[src/rtl/blit_pkg.sv]
// Shared types and helpers for the blitter address sequencer.
package blit_pkg;

    localparam int unsigned ADDR_W_DFLT = 20;
    localparam int unsigned CNT_W       = 8;
    localparam int unsigned STEP_W      = 9;
    localparam int unsigned EXT_W       = 32;

    typedef enum logic [1:0] {
        ST_IDLE = 2'd0,
        ST_RUN  = 2'd1,
        ST_STEP = 2'd2,
        ST_FIN  = 2'd3
    } blit_state_e;

    // Sign-extend the 9-bit {STEPM1,STEP} line step; callers truncate to their address width.
    function automatic logic [EXT_W-1:0] sext_step(input logic [STEP_W-1:0] step);
        return {{(EXT_W-STEP_W){step[STEP_W-1]}}, step};
    endfunction

endpackage

[src/rtl/blit_loop_cnt.sv]
// Loadable 8-bit down-counter; a stored 0 stands for 256 and is never decremented past 1.
module blit_loop_cnt
    import blit_pkg::*;
(
    input  logic             clk,
    input  logic             rst_n,
    input  logic             load,
    input  logic [CNT_W-1:0] load_val,
    input  logic             dec,
    output logic             is_one_c
);

    logic [CNT_W-1:0] cnt;

    always_ff @(posedge clk) begin
        if (!rst_n) begin
            cnt <= '0;
        end else if (load) begin
            cnt <= load_val;
        end else if (dec) begin
            cnt <= cnt - CNT_W'(1);
        end
    end

    assign is_one_c = (cnt == CNT_W'(1));

endmodule

[src/rtl/blit_addr_seq.sv]
// Blitter address sequencer: walks an inner x outer block, one handshaken address per element.
module blit_addr_seq
    import blit_pkg::*;
#(
    parameter int unsigned ADDR_W = ADDR_W_DFLT
) (
    input  logic              MasterClock,
    input  logic              RESETL,
    input  logic              START,
    input  logic              ABORT,
    input  logic [ADDR_W-1:0] ADDR_INIT,
    input  logic [CNT_W-1:0]  INNER_CNT,
    input  logic [CNT_W-1:0]  OUTER_CNT,
    input  logic [7:0]        STEP,
    input  logic              STEPM1,
    input  logic              YFRAC,
    input  logic              MEM_ACK,
    output logic [ADDR_W-1:0] ADDR,
    output logic              ADDR_REQ,
    output logic              BUSY,
    output logic              LINE_END,
    output logic              DONE
);

    blit_state_e       state, state_nxt;
    logic [ADDR_W-1:0] addr_nxt;
    logic              parity_q, parity_nxt;
    logic [STEP_W-1:0] step_q;
    logic              yfrac_q;
    logic [CNT_W-1:0]  inner_init_q;
    logic              capture;
    logic              inner_load, inner_dec, inner_one;
    logic              outer_load, outer_dec, outer_one;
    logic [CNT_W-1:0]  inner_load_val;

    // A line reload uses the captured count; a block start uses the live input.
    assign inner_load_val = (state == ST_IDLE) ? INNER_CNT : inner_init_q;

    blit_loop_cnt u_inner (
        .clk      (MasterClock),
        .rst_n    (RESETL),
        .load     (inner_load),
        .load_val (inner_load_val),
        .dec      (inner_dec),
        .is_one_c (inner_one)
    );

    blit_loop_cnt u_outer (
        .clk      (MasterClock),
        .rst_n    (RESETL),
        .load     (outer_load),
        .load_val (OUTER_CNT),
        .dec      (outer_dec),
        .is_one_c (outer_one)
    );

    always_ff @(posedge MasterClock) begin
        if (!RESETL) begin
            state        <= ST_IDLE;
            ADDR         <= '0;
            parity_q     <= 1'b0;
            step_q       <= '0;
            yfrac_q      <= 1'b0;
            inner_init_q <= '0;
            ADDR_REQ     <= 1'b0;
            BUSY         <= 1'b0;
            LINE_END     <= 1'b0;
            DONE         <= 1'b0;
        end else begin
            state    <= state_nxt;
            ADDR     <= addr_nxt;
            parity_q <= parity_nxt;
            if (capture) begin
                step_q       <= {STEPM1, STEP};
                yfrac_q      <= YFRAC;
                inner_init_q <= INNER_CNT;
            end
            ADDR_REQ <= (state_nxt == ST_RUN);
            BUSY     <= (state_nxt != ST_IDLE);
            LINE_END <= (state_nxt == ST_STEP);
            DONE     <= (state_nxt == ST_FIN);
        end
    end

    always_comb begin
        state_nxt  = state;
        addr_nxt   = ADDR;
        parity_nxt = parity_q;
        capture    = 1'b0;
        inner_load = 1'b0;
        inner_dec  = 1'b0;
        outer_load = 1'b0;
        outer_dec  = 1'b0;

        case (state)
            ST_IDLE: begin
                if (START && !ABORT) begin
                    state_nxt  = ST_RUN;
                    addr_nxt   = ADDR_INIT;
                    parity_nxt = 1'b0;
                    capture    = 1'b1;
                    inner_load = 1'b1;
                    outer_load = 1'b1;
                end
            end
            ST_RUN: begin
                if (ABORT) begin
                    state_nxt = ST_IDLE;
                end else if (MEM_ACK) begin
                    if (inner_one) begin
                        state_nxt = ST_STEP;
                    end else begin
                        addr_nxt  = ADDR + ADDR_W'(1);
                        inner_dec = 1'b1;
                    end
                end
            end
            ST_STEP: begin
                if (ABORT) begin
                    state_nxt = ST_IDLE;
                end else begin
                    // Half-rate mode skips the line step on every other line.
                    if (!yfrac_q || parity_q) begin
                        addr_nxt = ADDR + ADDR_W'(sext_step(step_q));
                    end else begin
                        addr_nxt = ADDR + ADDR_W'(1);
                    end
                    parity_nxt = ~parity_q;
                    if (outer_one) begin
                        state_nxt = ST_FIN;
                    end else begin
                        state_nxt  = ST_RUN;
                        outer_dec  = 1'b1;
                        inner_load = 1'b1;
                    end
                end
            end
            ST_FIN: begin
                state_nxt = ST_IDLE;
            end
            default: begin
                state_nxt = ST_IDLE;
            end
        endcase
    end

endmodule

[config.mk]
export PLATFORM = sky130hd
export DESIGN_NAME = blit_addr_seq
export DESIGN_NICKNAME = d
export VERILOG_FILES = /design/src/rtl/blit_pkg.sv /design/src/rtl/blit_loop_cnt.sv /design/src/rtl/blit_addr_seq.sv
export SDC_FILE = /design/constraint.sdc
export NUM_CORES = 1
export LEC_CHECK = 0
export CELL_PAD_IN_SITES_DETAIL_PLACEMENT = 0
export CELL_PAD_IN_SITES_GLOBAL_PLACEMENT = 1
export CORE_MARGIN = 4
export CORE_UTILIZATION = 43
export DETAILED_ROUTE_END_ITERATION = 8
export PLACE_DENSITY = 0.88
export SYNTH_ARGS = -nofsm -noshare
export SYNTH_HDL_FRONTEND = slang
export SYNTH_SLANG_ARGS = --single-unit
[constraint.sdc]
create_clock -name MasterClock -period 7.7 [get_ports MasterClock]
set_clock_uncertainty 0.1 [all_clocks]
set_input_delay 1.54 -clock MasterClock [delete_from_list [all_inputs] [get_ports MasterClock]]
set_output_delay 1.54 -clock MasterClock [all_outputs]
set_load 0.005 [all_outputs]
# After elaboration in Yosys (flattened, before gate mapping)
# Cells that the tools add are included.
classes:
  add_sub_neg: 4
  eq_ne: 13
  mux: 32
  bitwise_logic: 1
  n_reduce_logical: 12
ops:
  columns: ["operator", "n"]
  rows:
  - ["2-to-1 mux 20 bit", 6]
  - ["one-hot mux 20 bit (3 select lines)", 1]
  - ["2-to-1 mux 8 bit", 5]
  - ["adder 20 x 1 -> 20 bit, second input constant", 1]
  - ["adder 20 bit", 1]
  - ["== test 8 x 1 -> 1 bit, second input constant", 2]
  - ["subtractor 8 x 1 -> 8 bit, second input constant", 2]
  - ["2-to-1 mux 2 bit", 6]
  - ["2-to-1 mux 1 bit", 11]
  - ["== test 2 bit, second input constant", 4]
  - ["!= test 2 bit, second input constant", 4]
  - ["one-hot mux 2 bit (4 select lines)", 1]
  - ["nonzero test 2 bit", 4]
  - ["AND reduction 6 bit", 1]
  - ["== test 2 x 1 -> 1 bit, second input constant", 2]
  - ["one-hot mux 1 bit (2 select lines)", 2]
  - ["AND reduction 3 bit", 1]
  - ["nonzero test 3 bit", 1]
  - ["zero test 1 bit", 2]
  - ["zero test 2 bit", 1]
  - ["!= test 2 x 1 -> 1 bit, second input constant", 1]
  - ["logical AND 1 bit", 1]
  - ["logical OR 1 bit", 1]
  - ["inverter 1 bit", 1]
totals:
  regBits: 61
  input_bits: 51
  out_inout_bits: 24
  word_cells: 74

# Longest topological paths before layout
# Gate-level depths: netlist (run 1).
depth:
  ltp_word: 7
  depth_mapped: 10
  ltp_nobuf: 9

# Modules after synthesis
# Synthesis (run 1) repeated with hierarchy kept, for this count alone.
unflattened:
  hier_cells: 569
  hier_area_um2: 4428.0
by_module_without_submodules:
  columns: ["mod", "instances", "cells_each", "area_each_um2", "seq_area_each_um2"]
  rows:
  - ["blit_addr_seq", 1, 453, 3457.1, 900.9]
  - ["blit_loop_cnt", 2, 58, 485.5, 160.2]

# Least setup slack after synthesis (run 1)
# Ideal clock, no wire load.
synth_path:
  path_kind: "input to register"
  from: "input port ABORT"
  to: "register ADDR[10]"
  setup_ns: 0.070
  arrival_ns: 2.892
  t_required_ns: 7.530
  path_slack_ns: 4.638
  path_stages: 6
  path_buffers: 1
  path_cell_list: "inv_1 a21boi_0 a2111oi_4 clkbuf_1 o221ai_1 a21oi_1"
synth_between:
  elab_chain_len: 4
  word_cells_on_any_way: 6
  classes_between: "eq/ne: 3; reduce/logical: 3"
synth_lines:
  columns: ["item", "line_no", "source"]
  rows:
  - ["start: declaration", "blit_addr_seq.sv:10", "input logic ABORT,"]
  - ["zero test 1 bit", "blit_addr_seq.sv:97", "if (START && !ABORT) begin"]
  - ["logical AND 1 bit", "blit_addr_seq.sv:97", null]
  - ["!= test 2 x 1 -> 1 bit (no source line)", null, null]
  - ["AND reduction 6 bit (no source line) *", null, null]
  - ["end signal: assignment", "blit_addr_seq.sv:71", "ADDR <= addr_nxt;"]
  - ["end: declaration", "blit_addr_seq.sv:18", "output logic [ADDR_W-1:0] ADDR,"]
# Mark *: on every way between the ends. The rest lies on a longest branch, timed or not.
# A chain may end at the register's enable or synchronous reset.

# Final worst setup path (run 1)
layout_path:
  from: "input port ABORT"
  to: "register ADDR[16]"
# Same word-level chain as after synthesis.

==> results of run 1 <==
==> layer usage <==
| layer | track usage (%) | up-vias | share of wire, % |
|---|---|---|---|
| met2 | 32.1 | 124 | 46 |
| met1 | 28.6 | 1985 | 47 |
| li1 | - | 2174 | - |
| met4 | 6.85 | 0 | 1.2 |
| met3 | 2.66 | 13 | 5.3 |
| met5 | 0 | - | 0 |
==> worst paths after layout <==
path,slack [ps],from,end
worst max-delay path,3580,ABORT,ADDR[16]$_SDFFE_PN0P_
worst min-delay path,360,inner_init_q[6]$_SDFFE_PN0P_,inner_init_q[6]$_SDFFE_PN0P_
worst max register to register,4180,state[1]$_SDFF_PN0_,ADDR[16]$_SDFFE_PN0P_
worst min register to register,360,inner_init_q[6]$_SDFFE_PN0P_,inner_init_q[6]$_SDFFE_PN0P_
==> registers in the layout, indices dropped and copies added, names as in the netlist <==
| name | cells |
|---|---|
| inner_init_q | 8 |
| ADDR_REQ | 1 |
| ADDR | 20 |
| LINE_END | 1 |
| BUSY | 1 |
| parity_q | 1 |
| DONE | 1 |
| u_inner.cnt | 8 |
| yfrac_q | 1 |
| step_q | 9 |
| state | 2 |
| u_outer.cnt | 8 |
==> power groups by stage <==
stage | combinational (mW) | sequential [mW] | clock (mW)
after floorplan | 0.141 | 0.370 | 0
after global placement | 0.220 | 0.376 | 0
after detailed placement | 0.224 | 0.377 | 0
after CTS | 0.226 | 0.370 | 0.299
after global routing | 0.249 | 0.374 | 0.313
final | 0.226 | 0.371 | 0.293
==> synthesized netlist by cell type (2+ instances only) <==
cell                        number  share of area [%]
sky130_fd_sc_hd__nor3b_1         3               0.51
sky130_fd_sc_hd__a21oi_1        54                6.2
sky130_fd_sc_hd__or3_1           4               0.57
sky130_fd_sc_hd__inv_1          18                1.5
sky130_fd_sc_hd__xnor2_1        16                3.2
sky130_fd_sc_hd__nand2b_1        3               0.43
sky130_fd_sc_hd__dfxtp_1        61                 28
sky130_fd_sc_hd__o2111ai_1       3               0.60
sky130_fd_sc_hd__and2_1          3               0.43
sky130_fd_sc_hd__clkbuf_1       27                2.3
sky130_fd_sc_hd__buf_1           2               0.17
sky130_fd_sc_hd__mux2_2          2               0.51
sky130_fd_sc_hd__a22oi_1         2               0.34
sky130_fd_sc_hd__a211oi_1        8                1.4
sky130_fd_sc_hd__o21bai_1        4               0.68
sky130_fd_sc_hd__o41ai_1         3               0.60
sky130_fd_sc_hd__nand4_1         4               0.57
sky130_fd_sc_hd__o211ai_1       14                2.4
sky130_fd_sc_hd__nor4_1          4               0.57
sky130_fd_sc_hd__o311a_1         2               0.46
sky130_fd_sc_hd__o221ai_1       11                2.2
sky130_fd_sc_hd__nand2_1        90                7.7
sky130_fd_sc_hd__a21o_1          8                1.4
sky130_fd_sc_hd__xor2_1         23                4.6
sky130_fd_sc_hd__nor2b_1         7                1.0
sky130_fd_sc_hd__o21ai_0        18                2.1
sky130_fd_sc_hd__ha_1           28                8.0
sky130_fd_sc_hd__o31ai_1         5               0.86
sky130_fd_sc_hd__mux2i_1        13                3.0
sky130_fd_sc_hd__nor2_1         38                3.2
sky130_fd_sc_hd__nand3_1        23                2.6
sky130_fd_sc_hd__and3_1          6               0.86
sky130_fd_sc_hd__o21a_1          3               0.51
sky130_fd_sc_hd__o211a_1         4               0.91
sky130_fd_sc_hd__nor3_1         13                1.5
sky130_fd_sc_hd__and4_1          3               0.60
sky130_fd_sc_hd__a31oi_1         3               0.43
sky130_fd_sc_hd__buf_2           4               0.46
sky130_fd_sc_hd__a32oi_1         3               0.60
==> stage by stage <==
stage / std cells / hold slack (ps)
5_1_grt: 761 / 372
4_1_cts: 761 / 356
3_3_place_gp: 745 / 342
3_5_place_dp: 745 / 346
2_1_floorplan: 566 / 332
6_report: 761 / 355
==> worst max-delay path, delay by kind of cell <==
family	cells	cell delay, ps
AOI/OAI and AO/OA	3	1740
buffers and inverters	2	620
and+or+nand+nor	1	350
==> kinds of logic (layout without fill, tap and decap cells) <==
group                      Yosys count  in the layout  share of synthesized area (%)
AOI/OAI and AO/OA                  160            160                           25.0
xor gates and xnor gates            39             39                           7.78
buffers and inverters               51            113                           4.47
and+or+nand+nor                    211            211                           23.1
adders and majority gates           29             29                           8.44
muxes                               15             15                           3.48
DFF                                 61             61                           27.8
==> final cells by class <==
type | count | area share, %
inverters | 18 | 1.25
flip-flops and latches | 61 | 22.6
clock inverters | 5 | 1.11
repair buffers | 79 | 14.4
multi-input cells | 454 | 55.0
well taps | 133 | 3.08
clock buffers | 11 | 2.61
==> results.py, run 1 <==
metrics = {
    "yosys": {
        "synthArstFlopShare_pct": 0,
        "synth.cell_area_sq_mm": 0.00439,
        "ys_warn_count": 0,
        "syn-mean-instance-area_sq_um": 7.76,
        "synth.ff_latch_count": 61,
        "ys_dominant_reg_cell": "sky130_fd_sc_hd__dfxtp_1",
        "synth.net_count": 646,
        "synthesis.instances": 566,
        "synth_cell_types": 65,
        "synth_edf_count": 0,
        "sequential_cell_area_fraction_in_the_yosys_report_pct": 27.8,
    },
    "power": {
        "design_power_total_mw": 0.890,
        "p_clk_share_pct": 33.0,
        "pwr_density_cell_mw_per_mm2": 165,
        "power_leakage_nw": 2.19,
        "power.switching_mw": 0.282,
        "sw_ratio_pct": 31.7,
        "pwr-share-comb_pct": 25.4,
        "ir_drop_uv": 101,
        "power.sequential.fraction_pct": 41.6,
        "internal_power_mw": 0.607,
    },
    "final_layout": {
        "fin_nets": 703,
        "postLayoutCellArea_sq_mm": 0.00541,
        "insertedDiodeCount": 0,
        "layout_commonest_cell": "sky130_fd_sc_hd__nand2_1",
        "layout.core_utilization_pct": 54.8,
        "proportion_of_layout_cells_with_a_drive_suffix_above_1_pct": 4.94,
        "layout.filler_cells": 947,
        "final_cell_mix": "sky130_fd_sc_hd__nand2_1 (90), sky130_fd_sc_hd__clkdlybuf4s50_1 (74), sky130_fd_sc_hd__dfxtp_1 (61)",
        "multiInputGateArea_sq_mm": 0.00297,
        "area.growth.synth_to_final_pct": 23.2,
        "sequential_cell_area_sq_mm": 0.00122,
    },
    "placement": {
        "routabilityCongestion": 0.851,
        "count_of_input_and_output_buffers": 74,
        "placement.setup.worst_slack_ps": 3230,
        "placedInstanceArea_sq_mm": 0.00521,
        "dp_hpwl_mm": 8.88,
    },
    "timing": {
        "maxSlewViolCount": 0,
        "rsz0062_at_grt": "no",
        "min_period_over_period_pct": 53.5,
        "finalHoldViolCount": 0,
        "fmaxAchievable_mhz": 243,
        "post_layout_worst_setup_margin_ps": 3580,
        "worst_slew_margin_rel_pct": 16.4,
        "finalCriticalPeriod_ps": 4120,
        "timing.final.setup_violations": 0,
        "setup-tns-final_ps": 0,
        "worstMarginPinSlew_ps": 1250,
    },
    "clock_tree": {
        "clk_path_buf_depth": 2,
        "hold_buffers": 0,
        "cts_resized": 0,
        "ctsRootBufferMaster": "sky130_fd_sc_hd__clkbuf_8",
        "cts_tree": "done",
        "htree_levels": 3,
        "post_cts_repair_timing_setup_buffer_count": 0,
        "tritoncts_num_sinks": 61,
        "path_clk_slew_ps": 70,
        "cts_inserted_buffers": 9,
        "clk-insertion-delay-late_ps": 340,
    },
    "grt": {
        "grt_start_max_net_pins": 44,
        "grt_util_all_layers_pct": 20.4,
        "antenna_found_initial": 0,
        "first_global_vias": 3928,
        "grt_pass1_wl_mm": 19.3,
        "overflow": 0,
    },
    "worst_setup_path": {
        "critical_path.cell_chain": "clkdlybuf4s50_1 > inv_1 > a21boi_0 > a2111oi_4 > nand2_1 > o41ai_1",
        "setup.worst_path.start_class": "input pin",
        "timing.setup.critical_path_class": "in2reg",
        "cp_slowest_stage_delay_ps": 1130,
        "r2r.worst_path.cells": 7,
        "worst-path-max-fanout": 19,
        "critical_path_arrival_ps": 4250,
        "worst-endpoint-required_ps": 7830,
        "timing.critical_path.to_type": "register",
        "cell_type_of_the_slowest_stage_on_the_worst_timing_path": "sky130_fd_sc_hd__a2111oi_4",
    },
    "floorplanning": {
        "chipHeight_microns": 109,
        "die_width_microns": 109,
        "std_cell_rows": 36,
        "start_util_pct": 44.5,
        "pin_count": 75,
        "die-area_sq_mm": 0.0119,
        "core_region_area_sq_mm": 0.00986,
    },
    "hold_path": {
        "holdCritPathClass": "reg2reg",
        "hold_depth": 2,
    },
    "route": {
        "detail_route.first_pass.iterations": 5,
        "route.detailed.wl_per_inst_microns": 16.0,
        "postRouteWirelength_mm": 12.2,
        "detailroute.via_count": 4296,
        "drt.antenna.violating_nets": 0,
        "dr.first_iter.drc_count": 168,
        "post-route-drc-count": 0,
        "vias_per_cell": 5.65,
    },
    "run_status": {
        "status": "finished, final reports clean",
    },
    "flow_run": {
        "cap_viol_max_count": 0,
    },
}
(Power assumes the default switching activity.)
==> run 2, diff against run 1 <==
--- a/config.mk
+++ b/config.mk
@@ -8,9 +8,9 @@
 export CELL_PAD_IN_SITES_DETAIL_PLACEMENT = 0
 export CELL_PAD_IN_SITES_GLOBAL_PLACEMENT = 1
 export CORE_MARGIN = 4
-export CORE_UTILIZATION = 43
+export CORE_UTILIZATION = 39
 export DETAILED_ROUTE_END_ITERATION = 8
-export PLACE_DENSITY = 0.88
+export PLACE_DENSITY = 0.81
 export SYNTH_ARGS = -nofsm -noshare
 export SYNTH_HDL_FRONTEND = slang
 export SYNTH_SLANG_ARGS = --single-unit
==> constraint.sdc (replaced) <==
create_clock -name MasterClock -period 4.3 [get_ports MasterClock]
set_clock_uncertainty 0.1 [all_clocks]
set_input_delay 0.86 -clock MasterClock [delete_from_list [all_inputs] [get_ports MasterClock]]
set_output_delay 0.86 -clock MasterClock [all_outputs]
set_load 0.005 [all_outputs]
==> results.py, run 2 (synthesis results as in run 1) <==
metrics = {
    "power": {
        "internal_power_mw": 1.32,
        "pwr_density_cell_mw_per_mm2": 337,
        "power.sequential.fraction_pct": 35.4,
        "p_clk_share_pct": 42.8,
        "power.switching_mw": 0.551,
        "ir_drop_uv": 200,
        "sw_ratio_pct": 29.4,
        "power_leakage_nw": 2.25,
        "pwr-share-comb_pct": 21.7,
    },
    "final_layout": {
        "final_cell_mix": "sky130_fd_sc_hd__nand2_1 (90), sky130_fd_sc_hd__clkdlybuf4s50_1 (74), sky130_fd_sc_hd__dfxtp_1 (61)",
        "insertedDiodeCount": 0,
        "regMostFlops": "ADDR",
        "fin_nets": 704,
        "largest_registers": "ADDR: 20 flops, step_q: 9 flops",
        "multiInputGateArea_sq_mm": 0.00298,
        "sequential_cell_area_sq_mm": 0.00122,
        "proportion_of_layout_cells_with_a_drive_suffix_above_1_pct": 5.41,
        "layout_commonest_cell": "sky130_fd_sc_hd__nand2_1",
        "area.growth.synth_to_final_pct": 26.5,
        "layout.filler_cells": 1066,
        "postLayoutCellArea_sq_mm": 0.00556,
        "largest_register_ff_count": 20,
    },
    "clock_tree": {
        "clk-insertion-delay-late_ps": 330,
        "post_cts_repair_timing_setup_buffer_count": 0,
        "tritoncts_num_sinks": 61,
        "hold_buffers": 0,
        "cts_inserted_buffers": 9,
        "cts_resized": 0,
        "cts_tree": "done",
        "ctsRootBufferMaster": "sky130_fd_sc_hd__clkbuf_16",
        "path_clk_slew_ps": 60,
        "clk_path_buf_depth": 2,
        "htree_levels": 3,
    },
    "timing": {
        "setup-tns-final_ps": 0,
        "worst_slew_margin_rel_pct": 32.0,
        "timing.final.setup_violations": 0,
        "fmaxAchievable_mhz": 320,
        "min_period_over_period_pct": 72.6,
        "finalHoldViolCount": 0,
        "worstMarginPinSlew_ps": 1020,
        "maxSlewViolCount": 0,
        "rsz0062_at_grt": "no",
        "finalCriticalPeriod_ps": 3120,
    },
    "grt": {
        "overflow": 0,
        "antenna_found_initial": 0,
        "grt_util_all_layers_pct": 19.1,
        "grt_start_max_net_pins": 34,
        "first_global_vias": 4013,
        "grt_pass1_wl_mm": 20.3,
    },
    "worst_setup_path": {
        "critical_path.cell_chain": "ha_1 > fa_1 > a21o_1 > a221oi_1 > nand3_1 > a41oi_1 > xnor2_1 > o22ai_1 > a41o_1",
        "ff2ff_setup_slack_ps": 1180,
        "worst-path-max-fanout": 6,
        "cell_type_of_the_slowest_stage_on_the_worst_timing_path": "sky130_fd_sc_hd__a221oi_1",
        "worst-endpoint-required_ps": 4420,
        "r2r.worst_path.cells": 9,
        "worstReg2RegEnd": "ADDR[14]$_SDFFE_PN0P_",
        "cp_slowest_stage_delay_ps": 510,
        "critical_path_buf_inv_count": 0,
        "timing.critical_path.to_type": "register",
        "critical_path_arrival_ps": 3240,
        "setup.worst_path.start_class": "register",
        "crit_family": "compound AO/OA/AOI/OAI gates",
        "r2r-start": "ADDR[0]$_SDFFE_PN0P_",
        "timing.setup.critical_path_class": "reg2reg",
    },
    "floorplanning": {
        "die-area_sq_mm": 0.0130,
        "chipHeight_microns": 114,
        "std_cell_rows": 38,
        "start_util_pct": 40.1,
        "pin_count": 75,
        "die_width_microns": 114,
        "core_region_area_sq_mm": 0.0109,
    },
    "route": {
        "detailroute.via_count": 4365,
        "postRouteWirelength_mm": 12.4,
        "route.detailed.wl_per_inst_microns": 16.1,
        "vias_per_cell": 5.68,
        "detail_route.first_pass.iterations": 4,
        "post-route-drc-count": 0,
        "drt.antenna.violating_nets": 0,
        "dr.first_iter.drc_count": 264,
    },
    "placement": {
        "placedInstanceArea_sq_mm": 0.00523,
        "count_of_input_and_output_buffers": 74,
        "routabilityCongestion": 0.934,
        "dp_hpwl_mm": 9.09,
    },
    "hold_path": {
        "timing.hold.worst.start": "yfrac_q$_SDFFE_PN0P_",
        "hold_depth": 2,
        "holdCritPathClass": "reg2reg",
        "timing.hold.worst_endpoint": "yfrac_q$_SDFFE_PN0P_",
    },
    "run_status": {
        "status": "finished, final reports clean",
    },
    "flow_run": {
        "cap_viol_max_count": 0,
    },
}
==> run 2: cell count changes in the layout (fill, tap and decap cells not counted), sizes merged <==
cell / change
bufinv: +1
clkinv: -1
inv: +3
clkbuf: -2
buf: +1
clkinvlp: -1
==> run 2: worst max path at each step <==
stage | end | depth (start not counted) | start
2_1_floorplan | ADDR[14]$_SDFFE_PN0P_ | 9 | ADDR[0]$_SDFFE_PN0P_
3_3_place_gp | ADDR[16]$_SDFFE_PN0P_ | 6 | ABORT
3_5_place_dp | ADDR[16]$_SDFFE_PN0P_ | 6 | ABORT
4_1_cts | ADDR[14]$_SDFFE_PN0P_ | 9 | ADDR[0]$_SDFFE_PN0P_
5_1_grt | ADDR[14]$_SDFFE_PN0P_ | 9 | ADDR[0]$_SDFFE_PN0P_
6_report | ADDR[14]$_SDFFE_PN0P_ | 9 | ADDR[0]$_SDFFE_PN0P_
==> run 2: final cells by class <==
class | instances | area share, %
Clock buffer | 9 | 4.05
Clock inverter | 7 | 1.87
Inverter | 18 | 1.22
Multi-Input combinational cell | 454 | 53.6
Sequential cell | 61 | 22.0
Tap cell | 140 | 3.15
Timing Repair Buffer | 80 | 14.1
==> run 2: worst register-to-register path: stages, from the launching register on <==
cell and delay (ps):
sky130_fd_sc_hd__dfxtp_1 360, sky130_fd_sc_hd__ha_1 250, sky130_fd_sc_hd__fa_1 410, sky130_fd_sc_hd__a21o_1 190, sky130_fd_sc_hd__a221oi_1 510, sky130_fd_sc_hd__nand3_1 220
sky130_fd_sc_hd__a41oi_1 420, sky130_fd_sc_hd__xnor2_1 180, sky130_fd_sc_hd__o22ai_1 110, sky130_fd_sc_hd__a41o_1 270
==> run 2: per-layer routing <==
layer  part of all wire (%)  track usage, %  up-vias
met5                      0               0        -
met1                     49            28.4     2035
met4                    1.9            5.46        0
met2                     43            28.5      134
li1                       -               -     2177
met3                    5.8            3.07       19
==> run 2: power by group through the flow <==
stage                     sequential (mW)  clock, mW  combinational (mW)
after detailed placement            0.675          0               0.403
after global routing                0.670      0.841               0.450
final                               0.663      0.802               0.406
after CTS                           0.662      0.816               0.406
after global placement              0.675          0               0.400
after floorplan                     0.662          0               0.253
==> run 2: through the flow <==
step | total power [mW] | utilization (%) | instances | hold slack [ps] | setup slack (ps)
after floorplan | 0.915 | - | 566 | 332 | 1620
after global placement | 1.08 | 47.8 | 753 | 341 | 1090
after detailed placement | 1.08 | 47.8 | 753 | 345 | 973
after CTS | 1.88 | 50.8 | 769 | 353 | 1160
after global routing | 1.96 | 50.8 | 769 | 372 | 937
final | 1.87 | 50.8 | 769 | 348 | 1180
